[config.mk]
export PLATFORM = sky130hd
export DESIGN_NAME = ifu_line_fill
export DESIGN_NICKNAME = d
export VERILOG_FILES = /design/src/rtl/ifu_line_fill.sv
export SDC_FILE = /design/constraint.sdc
export NUM_CORES = 1
export LEC_CHECK = 0
export ABC_AREA = 0
export CORE_UTILIZATION = 35
export DETAILED_ROUTE_END_ITERATION = 10
export PLACE_DENSITY = 0.7
export SETUP_SLACK_MARGIN = 0.2
export SLEW_MARGIN = 30
export SYNTH_ARGS = -nofsm -noshare
export SYNTH_HDL_FRONTEND = slang
export SYNTH_SLANG_ARGS = --single-unit
[constraint.sdc]
create_clock -name Clock -period 2.2 [get_ports Clock]
set_clock_uncertainty 0.1 [all_clocks]
set_input_delay 0.33 -clock Clock [delete_from_list [all_inputs] [get_ports Clock]]
set_output_delay 0.33 -clock Clock [all_outputs]
set_load 0.02 [all_outputs]
[src/rtl/ifu_line_fill.sv]
// ifu_line_fill: fetches a 16-byte line as four 32-bit beats on an icache miss.
// A silent memory response aborts the fill with a single-cycle error strobe.
module ifu_line_fill #(
  parameter int TIMEOUT_CYCLES = 255
) (
  input  logic         Clock,
  input  logic         Rst,
  input  logic         MissValid,
  input  logic [31:0]  MissPc,
  output logic         FillBusy,
  output logic         MemReqValid,
  output logic [31:0]  MemReqAddr,
  input  logic         MemReqReady,
  input  logic         MemRspValid,
  input  logic [31:0]  MemRspData,
  output logic [127:0] InsLineOut,
  output logic         InsLineValidOut,
  output logic [27:0]  FillTag,
  output logic         FillError
);
  typedef enum logic [1:0] {IDLE, REQ, RECV, DONE} state_t;
  // The error fires in the silent cycle whose increment would reach the limit.
  localparam logic [15:0] TMO_LAST = 16'(TIMEOUT_CYCLES == 0 ? 0 : TIMEOUT_CYCLES - 1);
  state_t         state_q, state_d;
  logic [27:0]    tag_q, tag_d, otag_q, otag_d;
  logic [1:0]     beat_q, beat_d;
  logic [15:0]    tmo_q, tmo_d;
  logic [127:0]   line_q, line_d, out_q, out_d;
  logic           timeout;
  logic           unused;
  assign unused = ^MissPc[3:0];
  always_comb begin
    state_d = state_q;
    tag_d   = tag_q;
    otag_d  = otag_q;
    beat_d  = beat_q;
    tmo_d   = tmo_q;
    line_d  = line_q;
    out_d   = out_q;
    timeout = 1'b0;
    case (state_q)
      IDLE: if (MissValid) begin
        tag_d   = MissPc[31:4];
        state_d = REQ;
      end
      REQ: if (MemReqReady) begin
        beat_d  = 2'd0;
        tmo_d   = 16'd0;
        state_d = RECV;
      end
      RECV: if (MemRspValid) begin
        line_d[{beat_q, 5'd0} +: 32] = MemRspData;
        beat_d = beat_q + 2'd1;
        tmo_d  = 16'd0;
        if (beat_q == 2'd3) begin
          out_d   = {MemRspData, line_q[95:0]};
          otag_d  = tag_q;
          state_d = DONE;
        end
      end else if (TIMEOUT_CYCLES != 0 && tmo_q == TMO_LAST) begin
        timeout = 1'b1;
        state_d = IDLE;
      end else begin
        tmo_d = tmo_q + 16'd1;
      end
      default: state_d = IDLE;
    endcase
  end
  always_ff @(posedge Clock) begin
    if (Rst) begin
      state_q <= IDLE;
      tag_q   <= '0;
      otag_q  <= '0;
      beat_q  <= '0;
      tmo_q   <= '0;
      line_q  <= '0;
      out_q   <= '0;
    end else begin
      state_q <= state_d;
      tag_q   <= tag_d;
      otag_q  <= otag_d;
      beat_q  <= beat_d;
      tmo_q   <= tmo_d;
      line_q  <= line_d;
      out_q   <= out_d;
    end
  end
  assign FillBusy        = state_q != IDLE;
  assign MemReqValid     = state_q == REQ;
  assign MemReqAddr      = {tag_q, 4'b0000};
  assign InsLineValidOut = state_q == DONE;
  assign InsLineOut      = out_q;
  assign FillTag         = otag_q;
  assign FillError       = timeout;
endmodule

# Word-level counts from Yosys, hierarchy flattened
# Index checks and enable logic that the tools add are counted.
[totals]
inputBits = 69
register_bits = 332
[classes]
n_reduce_logical = 9
n_eq_ne = 11
shift = 2
add_sub_neg = 3
n_mux = 17
[op_table]
columns = ["op", "n"]
rows = [
  ["bitwise mux 128 bit", 1],
  ["variable shift 32 x 9 -> 128 bit, first input constant", 1],
  ["variable part select 32 x 9 -> 128 bit", 1],
  ["two-way mux 16 bit", 3],
  ["case mux 16 bit (2 select lines)", 1],
  ["adder 16 x 1 -> 16 bit, second input constant", 1],
  ["== test 16 x 8 -> 1 bit, second input constant", 1],
  ["two-way mux 2 bit", 7],
  ["!= test 3 bit, second input constant", 3],
  ["negator 7 -> 9 bit", 1],
  ["AND reduction 3 bit", 3],
  ["== test 2 bit, second input constant", 3],
  ["case mux 2 bit (3 select lines)", 1],
  ["!= test 2 bit, second input constant", 2],
  ["case mux 2 bit (2 select lines)", 1],
  ["AND reduction 2 bit", 2],
  ["AND reduction 4 bit", 1],
  ["nonzero test 2 bit", 2],
  ["two-way mux 1 bit", 3],
  ["adder 2 x 1 -> 2 bit, second input constant", 1],
  ["== test 2 x 1 -> 1 bit, second input constant", 1],
  ["logical NOT 2 bit", 1],
  ["!= test 2 x 1 -> 1 bit, second input constant", 1],
]

# Logic depth before layout (Yosys ltp)
[depth]
ltp_word = 4
depth_mapped = 8
ltp_nobuf = 7

# Worst setup path before layout
# Ideal clock, no wire load.
[synth_timing]
path_type = "reg2out"
start = "reg tmo_q[11]"
end = "out FillError"
stages_incl_launch_ff = 4
t_arrival_ns = 1.717
path_buffers = 0
slack_ns = 0.053
cell_sequence = "dfxtp_1 or4_1 or4_4 nor2_1"
[synth_via]
elab_chain_len = 4
[synth_lines]
columns = ["element", "line_no", "text"]
rows = [
  ["start, declared", "27", "logic [15:0] tmo_q, tmo_d;"],
  ["start signal, assigned", "83", "tmo_q <= tmo_d;"],
  ["== test 16 x 8 -> 1 bit", "60", "end else if (TIMEOUT_CYCLES != 0 && tmo_q == TMO_LAST) begin"],
  ["two-way mux 1 bit", "60", ""],
  ["two-way mux 1 bit", "51", "RECV: if (MemRspValid) begin"],
  ["two-way mux 1 bit", "41", "case (state_q)"],
  ["end, declared", "19", "output logic FillError"],
]
# No other way between the ends.

# Worst setup path after layout
# Ends and elaborated chain as after synthesis.

==> results.md <==
- Status: finished, violations left
- Failing checks: negative setup slack
- Max Clock Freq: 407.7 MHz
- Hold buffers post-CTS: 0
- Via count: 10240
- Wirelength per Cell: 15.74 um
- Setup violators final: 18
- Power density over the cells: 784.0 nW/um2
- CTS tree: built
- Buffers and inverters on the worst path: 1
- Gpl congestion: 0.8571
- I/O Buffers: 252
- Max VDD drop: 561.1 uV
- Critical path data required time: 1.77 ns
- Die Span Y: 178.3 um
- Worst slack, placed: -0.2321 ns
- Setup TNS: -2.790 ns
- Hold Path Cell Cnt: 3
- Vias in the first global route: 9628
- Worst-Skew Late Latency: 0.51 ns
- Yosys reg bits: 300
- Final wirelength: 32.15 mm
- Reg-to-reg startpoint: tmo_q[11]
- Critical path arrival: 2.02 ns
- Starting Density: 0.3556
- Clk sinks: 300
- FF-to-FF End: tmo_q[6]
- Cell Chain, Critical Path: or4_4, or4_4, nor2_4, buf_6
- Initial antenna violation count: 0
- Max cap viols: 0
- Int Pwr: 9.435 mW
- CTS buffer count: 35
- Synthesis Warnings: 0
- Fillers: 2904
- Clk pwr share: 0.492
- Worst Slack Setup Final: -0.2529 ns
- Rel. slew slack: 0.4834
- Crit path top cell by count: or4_4
- Hold EP: tmo_q[7]
- CP Class: reg2out
- Row count: 64
- Final Max Slew Viols: 0
- DR vias/cell: 5.011
- Dpl hpwl: 21.20 mm
- Period Utilization, post-route: 1.115
- Post-route insts no fill: 2043
- Share of cells above drive strength 1: 0.08925
- Grt total ovfl: 0
- Yosys top cell area share: 0.5522
- Final nets: 1699
- Crit path time final: 2.453 ns
- Switching share of power: 0.2201
- Hold slack: 0.09201 ns
- Hold path start: Rst
- Yosys top cell by area: dfxtp_1
- CP max stage delay: 0.54 ns
- First-pass GRT wire length: 50.58 mm
- Combinational share of power: 0.052
- HP Class: in2reg
- # diodes: 0
- Full die area: 31790 um2
- Initial DRC count: 775
- Startpoint types: register
- Core Box Area: 30590 um2
- Clock-pin slew on the worst setup and hold paths: 0.06 ns
- Cell family with most CP delay: simple AND/OR/NAND/NOR gates
- Reg2reg setup slack: -0.23 ns
- TritonRoute pass-1 iters: 5
- Pin count of the biggest net entering global routing: 175
- Clock Path Buffers: 3
- Setup crit end kind: primary output
- Synth cell types: 45
- Post-synthesis cell count: 1382
- Synthesized area per cell: 7.870 um2
- Crit path max fanout: 2
- Hold Vio Cnt, Final: 0
- Top Ports: 261
- Crit path max-delay cell type: or4_4
- Synthesized cell area: 10880 um2
- Share of power burned in registers: 0.456
- # H-tree levels: 2
- Unrepaired setup endpoints after global routing: yes
- Slew @ Worst Pin: 0.7749 ns
- Inst Count DP: 1980
- Post-route ant nets: 0
- Die Span X: 178.3 um
- Syn-to-layout area delta: 41.86%
- Leakage: 5.271 nW
- Worst r2r path cells: 9
- Root Buffer: clkbuf_16
- Seq/Total Area, Yosys: 0.5522
- P_sw: 2.663 mW
- Total GRT Usage: 0.1985
- # DRC: 0
- Synth top area cells: dfxtp_1, nand2_1, a21oi_1
==> layout make-up <==
class,instances,area (um2),area share
repair buffers,312,3198,0.2073
well taps,396,495.5,0.03211
clock inverters,11,157.7,0.01022
flip-flops and latches,300,6007,0.3893
clock buffers,49,1050,0.06803
inverters,7,26.28,0.001703
multi-input cells,968,4496,0.2914
==> worst max-delay path by stage <==
stage              start        end  slack, ns  cells past startpoint
6_report       tmo_q[11]  FillError      -0.25                      4
5_1_grt        tmo_q[11]  FillError      -0.31                      4
4_1_cts        tmo_q[11]  FillError      -0.28                      4
3_5_place_dp   tmo_q[11]  FillError      -0.23                      4
3_3_place_gp   tmo_q[11]  FillError      -0.23                      4
2_1_floorplan  tmo_q[11]   tmo_q[1]       0.19                      5
==> worst min-delay path: stages <==
cell and delay, ns:
clkbuf_8 0.12, inv_1 0.07, o221a_1 0.12
==> cells in the final DEF, fill, tap and decap left out, drive strengths merged, types with 4 or more instances in the layout <==
| cell type | count |
|---|---|
| nand2 | 474 |
| nand2b | 4 |
| clkbuf | 51 |
| ha | 6 |
| and2 | 6 |
| a21oi | 298 |
| clkdlybuf4s50 | 238 |
| nand3 | 102 |
| dfxtp | 300 |
| nor2 | 14 |
| inv | 9 |
| buf | 62 |
| conb | 4 |
| o21ai | 16 |
| nor3 | 4 |
| or3 | 6 |
| dlygate4sd2 | 5 |
| dlymetal6s2s | 5 |
| clkinv | 4 |
==> cells by family (layout without fill, tap and decap cells) <==
group,count (synthesis),after routing,share of synthesized area
mux,3,3,0.003221
flops,300,300,0.5522
fa+ha+maj,6,6,0.006902
simple gates,632,632,0.2422
other cells,1,4,0.0003448
compound gates,323,323,0.1528
buf+inv,117,379,0.04245
==> power by group through the flow <==
stage / Sequential [mW] / Combinational [mW] / Clock (mW)
2_1_floorplan: 5.68 / 0.243 / 0
3_3_place_gp: 5.64 / 0.619 / 0
3_5_place_dp: 5.64 / 0.623 / 0
4_1_cts: 5.52 / 0.630 / 6.10
5_1_grt: 5.52 / 0.674 / 6.34
6_report: 5.52 / 0.626 / 5.95
==> layer usage <==
layer | share of wire | routed length (um) | global-route usage
met5 | 0 | 0 | 0
met2 | 0.49 | 15650 | 0.3379
met4 | 0.031 | 994 | 0.07345
met3 | 0.076 | 2440 | 0.05413
met1 | 0.41 | 13060 | 0.2378
==> flip-flops by register name, indices dropped and copies added, names as in the netlist <==
name and flops:
FillTag 28, line_q 96, beat_q 2, InsLineOut 128
tmo_q 16, state_q 2, tag_q 28
==> cells in the mapped netlist (all sizes together) <==
master  instances
nand3         102
nand4b          2
dfxtp         300
buf             6
or2             3
and2            6
o22ai           1
or3b            1
inv             7
or3             6
o21ai          16
nor3b           3
nand2         474
nor3            4
or4             2
mux2i           2
and3b           1
nand2b          4
nand4           2
nor2           14
conb            1
o221a           1
nor4            1
and4            1
nand3b          1
o211ai          1
a21o            1
o31ai           3
nor2b           3
and3            2
a41oi           1
clkbuf        104
o21bai          1
ha              6
mux2            1
a21oi         298
==> repair_timing <==
action,CTS,global route
hold endpoints to repair,0,0
buffers inserted,1,2
endpoints found under the setup margin,25,26
pin swaps,9,4
resized for setup,30,12
==> through the flow <==
step | utilization | cell area (um2) | power (mW)
final | 0.5044 | 15430 | 12.10
after global routing | 0.5044 | 15430 | 12.54
after CTS | 0.5033 | 15400 | 12.25
after detailed placement | 0.4623 | 14140 | 6.262
after global placement | 0.4623 | 14140 | 6.257
after floorplan | - | 10890 | 5.918
(Power assumes the default switching activity.)
